## src/rtl/gf16_pkg.sv

```systemverilog
// Shared GF(2^4) constants, inversion schedule and converter FSM encoding.
// Field is GF(2^4) with reduction polynomial x^4 + x + 1.
package gf16_pkg;

    localparam int W = 4;

    // Low bits of x^4 + x + 1; x^4 folds back to x + 1 on reduction.
    localparam logic [W-1:0] RED_POLY = 4'b0011;

    // Z^-1 = Z^14, exponent 1110b processed MSB-first after loading r = Z.
    // Bit i selects whether step i multiplies by Z (steps 0,1 yes, step 2 no).
    localparam int                   INV_STEPS = 3;
    localparam logic [INV_STEPS-1:0] INV_USE_Z = 3'b011;

    typedef enum logic [2:0] {
        IDLE,
        INV,
        MULX,
        MULY,
        DONE
    } state_t;

endpackage

```

## src/rtl/fourbit_MMult.sv

```systemverilog
// GF(2^4) multiplier: shift-and-add with reduction mod x^4 + x + 1.
module fourbit_MMult
    import gf16_pkg::*;
(
    input  logic [W-1:0] a,
    input  logic [W-1:0] b,
    output logic [W-1:0] p
);

    logic [W-1:0] acc;
    logic [W-1:0] sh;

    // NOTE: blocking assignments here build a ripple of partial products within
    // one evaluation; every variable gets a default first so no latch is inferred.
    always_comb begin
        acc = '0;
        sh  = a;
        for (int i = 0; i < W; i++) begin
            if (b[i]) acc = acc ^ sh;
            sh = {sh[W-2:0], 1'b0} ^ (sh[W-1] ? RED_POLY : '0);
        end
        p = acc;
    end

endmodule

```

## src/rtl/fourbit_SQR.sv

```systemverilog
// GF(2^4) squarer: squaring is linear in characteristic 2, so it is pure XOR wiring.
module fourbit_SQR
    import gf16_pkg::*;
(
    input  logic [W-1:0] a,
    output logic [W-1:0] s
);

    // a^2 = a0 + a1 x^2 + a2 x^4 + a3 x^6, with x^4 = x+1 and x^6 = x^3+x^2.
    assign s = {a[3], a[1] ^ a[3], a[2], a[0] ^ a[2]};

endmodule

```

## src/rtl/gf16_inv_seq.sv

```systemverilog
// Three-cycle Z^14 exponentiator: r <= sq(r) * (use_z ? Z : 1), starting from r = Z.
// Produces Z^3, Z^7, Z^14; Z = 0 naturally yields 0.
module gf16_inv_seq
    import gf16_pkg::*;
(
    input  logic         clk,
    input  logic         rst_n,
    input  logic         start,
    input  logic [W-1:0] z,
    output logic [W-1:0] r,
    output logic [W-1:0] z_hold,
    output logic         done
);

    localparam logic [1:0]   LAST_STEP = 2'(INV_STEPS - 1);
    localparam logic [W-1:0] ONE       = {{(W-1){1'b0}}, 1'b1};

    logic [W-1:0] r_q;
    logic [W-1:0] z_q;
    logic [W-1:0] r_sq;
    logic [W-1:0] mul_b;
    logic [W-1:0] r_next;
    logic [1:0]   step;
    logic         busy;

    fourbit_SQR u_sqr (
        .a (r_q),
        .s (r_sq)
    );

    assign mul_b = INV_USE_Z[step] ? z_q : ONE;

    fourbit_MMult u_mul (
        .a (r_sq),
        .b (mul_b),
        .p (r_next)
    );

    assign done   = busy && (step == LAST_STEP);
    assign r      = r_q;
    assign z_hold = z_q;

    // NOTE: sequential state uses non-blocking assignments so every register
    // samples pre-edge values, independent of statement order.
    always_ff @(posedge clk or negedge rst_n) begin
        if (!rst_n) begin
            r_q  <= '0;
            z_q  <= '0;
            step <= '0;
            busy <= 1'b0;
        end else if (start) begin
            r_q  <= z;
            z_q  <= z;
            step <= '0;
            busy <= 1'b1;
        end else if (busy) begin
            r_q <= r_next;
            if (done) busy <= 1'b0;
            else      step <= step + 2'd1;
        end
    end

endmodule

```

## src/rtl/ld_to_affine.sv

```systemverilog
// Lopez-Dahab projective (X, Y, Z) to affine (X/Z, Y/Z^2) converter over GF(2^4).
// Accept -> 3 inversion steps -> MULX -> MULY -> DONE (held until out_ready).
module ld_to_affine #(
    parameter int W        = 4,
    parameter bit INF_ZERO = 1'b1
) (
    input  logic         clk,
    input  logic         rst_n,
    input  logic         in_valid,
    output logic         in_ready,
    input  logic [W-1:0] X_i,
    input  logic [W-1:0] Y_i,
    input  logic [W-1:0] Z_i,
    output logic         out_valid,
    input  logic         out_ready,
    output logic [W-1:0] x_o,
    output logic [W-1:0] y_o,
    output logic         inf_o
);
    import gf16_pkg::*;

    state_t       state;
    state_t       state_next;

    logic [W-1:0] x_q;
    logic [W-1:0] y_q;
    logic [W-1:0] x_reg;
    logic [W-1:0] r2;
    logic [W-1:0] r;
    logic [W-1:0] z_hold;
    logic [W-1:0] r_sq;
    logic [W-1:0] mul_a;
    logic [W-1:0] mul_b;
    logic [W-1:0] prod;
    logic         accept;
    logic         inv_done;
    logic         z_zero;
    logic         force_zero;

    assign accept = in_valid && in_ready;

    gf16_inv_seq u_inv (
        .clk    (clk),
        .rst_n  (rst_n),
        .start  (accept),
        .z      (Z_i),
        .r      (r),
        .z_hold (z_hold),
        .done   (inv_done)
    );

    // r2 = Z^-2 is squared from Z^-1 in MULX and consumed in MULY.
    fourbit_SQR u_sqr_r2 (
        .a (r),
        .s (r_sq)
    );

    // One multiplier serves both MULX (X * Z^-1) and MULY (Y * Z^-2).
    assign mul_a = (state == MULY) ? y_q : x_q;
    assign mul_b = (state == MULY) ? r2  : r;

    fourbit_MMult u_mul (
        .a (mul_a),
        .b (mul_b),
        .p (prod)
    );

    assign z_zero     = (z_hold == '0);
    assign force_zero = INF_ZERO && z_zero;

    always_ff @(posedge clk or negedge rst_n) begin
        if (!rst_n) state <= IDLE;
        else        state <= state_next;
    end

    always_comb begin
        state_next = state;
        unique case (state)
            IDLE:    if (in_valid)  state_next = INV;
            INV:     if (inv_done)  state_next = MULX;
            MULX:                   state_next = MULY;
            MULY:                   state_next = DONE;
            DONE:    if (out_ready) state_next = IDLE;
            default:                state_next = IDLE;
        endcase
    end

    // DONE never reports ready, so a result handshake and a new accept cannot share an edge.
    always_comb begin
        in_ready  = (state == IDLE);
        out_valid = (state == DONE);
    end

    always_ff @(posedge clk or negedge rst_n) begin
        if (!rst_n) begin
            x_q   <= '0;
            y_q   <= '0;
            x_reg <= '0;
            r2    <= '0;
            x_o   <= '0;
            y_o   <= '0;
            inf_o <= 1'b0;
        end else begin
            if (accept) begin
                x_q <= X_i;
                y_q <= Y_i;
            end
            if (state == MULX) begin
                x_reg <= prod;
                r2    <= r_sq;
            end
            if (state == MULY) begin
                x_o   <= force_zero ? '0 : x_reg;
                y_o   <= force_zero ? '0 : prod;
                inf_o <= z_zero;
            end
        end
    end

endmodule

```

## config.mk

```make
export PLATFORM = sky130hd
export DESIGN_NAME = ld_to_affine
export DESIGN_NICKNAME = d
export VERILOG_FILES = /design/src/rtl/gf16_pkg.sv /design/src/rtl/fourbit_MMult.sv /design/src/rtl/fourbit_SQR.sv /design/src/rtl/gf16_inv_seq.sv /design/src/rtl/ld_to_affine.sv
export SDC_FILE = /design/constraint.sdc
export NUM_CORES = 1
export LEC_CHECK = 0
export CELL_PAD_IN_SITES_DETAIL_PLACEMENT = 0
export CELL_PAD_IN_SITES_GLOBAL_PLACEMENT = 1
export CORE_MARGIN = 2
export CORE_UTILIZATION = 39
export DETAILED_ROUTE_END_ITERATION = 8
export PLACE_DENSITY = 0.79
export SLEW_MARGIN = 20
export SYNTH_ARGS = -nofsm -noshare
export SYNTH_HDL_FRONTEND = slang
export SYNTH_HIERARCHICAL = 1
export SYNTH_SLANG_ARGS = --single-unit
export TNS_END_PERCENT = 10
```

## constraint.sdc

```tcl
create_clock -name clk -period 2.9 [get_ports clk]
set_input_delay 0.58 -clock clk [delete_from_list [all_inputs] [get_ports clk]]
set_output_delay 0.58 -clock clk [all_outputs]
set_load 0.01 [all_outputs]
```

==> flow_summary.toml <==
[route]
final_antenna_net_count = 0
vias = 1610
drc = 0
wire_per_inst_um = 13.61
dr.pass1.iters = 4
viasPerCell = 5.000
drt_iter0_markers = 100
wl_mm = 4.381

[synthesis]
synth_cells = 223
ys.flop_type = "dfrtp_1"
synth_area_per_cell_sq_um = 10.52
synth_seq_area_share_pct = 41.60
synth-seq-cells = 39
synth_cell_types = 33
ys_top_cells_by_area = "dfrtp_1 42%, mux2_2 16%, xor2_1 6.0%"
synth_most_common_cell = "dfrtp_1"
synth_edf_count = 0
synth_nets = 240
ys_top_cells_by_count = "39 x dfrtp_1, 33 x mux2_2, 28 x nand2_1"
yosysWarnings = 6
async_reset_ff_share_pct = 100.0
synth.largest_area_cell = "dfrtp_1"
syn-cell-area_sq_mm = 0.002346
yosysTopAreaCellShare_pct = 41.60

[worst_setup_path]
cp.arrival_ns = 2.74
crit_required_ns = 3.09
critPathLaunchType = "register"
path_max_fanout = 8
critPathKind = "reg -> reg"
endpoint_kind = "register"

[cts]
insertion_delay_ns = 0.29
path_clk_slew_ns = 0.08
cts_setup_buffers = 0
cts_max_path_buffers = 2
cts_hold_buf = 0
cts_sinks = 39
htreeDepth = 2
cts_buffers = 5
cts_resized = 0
tritoncts = "built"
cts-root-buf = "clkbuf_8"

[cells_and_area]
area_growth_pct = 16.64
fin_area_sq_mm = 0.002736
nNetsFinal = 263
utilization_pct = 46.77
drive_gt1_share_pct = 23.48
diodes = 0

[die]
die_area_sq_mm = 0.006652
start_util_pct = 40.10
die_h_um = 81.56
core-area_sq_mm = 0.005851
pin_count = 27
dieWidth_um = 81.56
rows = 28

[sta]
rsz0062_at_grt = "false"
period_share_pct = 88.04
relSlewSlack_pct = 41.91
min_period_ns = 2.553
finalMaxSlewViolations = 0
finalHoldViolCount = 0
tns_ns = 0
hold-worst-slack_ns = 0.4000
finalClockSkew_ns = 0.004929
setup_viol = 0
max_freq_mhz = 391.7
worst_pin_slew_ns = 0.8642

[global_routing]
grt_pass1_wl_mm = 7.569
antenna_found_initial = 0
grt_max_degree = 40
grt_pass1_vias = 1611
grt_usage_pct = 14.82
grt_overflow = 0

[placement]
gp_congestion = 0.7939
io_buffers = 26
placed_area_sq_mm = 0.002619
post-dp-hpwl_mm = 3.152

[hold_path]
hold_path.class = "in -> async"

[pwr]
peakVddDrop_mv = 0.4299
switching_power_w = 0.001421
power.internal_w = 0.002117
combPwrFrac_pct = 59.1
clockPowerShare_pct = 13.2
p_leak_nw = 1.138
power.share.switching_pct = 40.16
seqPwrFrac_pct = 27.8
power_density_mw_per_mm2 = 1293

[flow_run]
max_cap_viol_count = 0

[outcome]
outcome = "complete, no violations"
power groups by stage:
stage	sequential (W)	combinational, W	clock, W
after floorplan	0.000946	0.00178	0
after global placement	0.000994	0.00207	0
after detailed placement	0.000996	0.00209	0
after CTS	0.000987	0.00211	0.000482
after global routing	0.00102	0.00233	0.000505
final	0.000983	0.00209	0.000465
layer usage:
metal / GRT usage (%) / vias to the layer above / share of wire [%]
met1: 20.90 / 767 / 49
met2: 22.05 / 38 / 45
met5: 0 / - / 0
met3: 3.736 / 6 / 5.0
met4: 5.085 / 0 / 1.7
li1: - / 799 / -
per-stage QoR:
stage	std cells	total power (W)	setup WS [ns]
finish	322	0.003538	0.3468
global route	322	0.003857	0.1975
detailed placement	314	0.003091	0.3532
floorplan	223	0.002725	0.5098
CTS	322	0.003575	0.3313
global placement	314	0.003061	0.4527
worst paths after layout:
| check | start | to | slack [ns] | depth (start not counted) |
|---|---|---|---|---|
| max in group asynchronous | rst_n | u_inv/r[0] | 1.95 | 1 |
| max | state[2] | y_o[1] | 0.35 | 9 |
| min reg2reg | inf_o | inf_o | 0.51 | 1 |
| max reg2reg | state[2] | y_o[1] | 0.35 | 9 |
| min in group clk | inf_o | inf_o | 0.51 | 1 |
| min | rst_n | x_o[0] | 0.40 | 1 |
worst max-delay path, cell delays in order (launching register included):
cell      delay (ns)
dfrtp_1         0.38
and3b_1         0.45
buf_4           0.22
mux2_2          0.38
nand2b_1        0.17
o21ai_0         0.22
a22oi_1         0.13
xor2_1          0.20
nand2_1         0.08
o32ai_1         0.23
layout make-up:
class / instances / area, sq um
Timing Repair Buffer: 33 / 307.8
Fill cell: 552 / 3114
Tap cell: 75 / 93.84
Clock inverter: 2 / 35.03
Clock buffer: 6 / 82.58
Sequential cell: 39 / 975.9
Inverter: 14 / 52.55
Multi-Input combinational cell: 153 / 1189
cells by family (layout without fill, tap and decap cells):
family / after synthesis / count (layout) / share of synthesized area [%]
buf+inv: 31 / 55 / 7.733
flops: 39 / 39 / 41.60
fa+ha+maj: 1 / 1 / 0.5332
mux: 37 / 37 / 17.55
xor+xnor: 27 / 27 / 10.08
simple gates: 54 / 54 / 12.69
compound gates: 34 / 34 / 9.814
layout by cell type (no fill, tap or decap), types with 6 or more instances in the layout:
master,count
buf_4,7
o32ai_1,8
clkbuf_8,6
dfrtp_1,39
xor2_1,16
o21ai_0,14
mux2_2,33
xnor2_1,11
a22oi_1,6
nand2b_1,6
clkdlybuf4s50_1,25
nand2_1,28
inv_1,14
(Power assumes the default switching activity.)
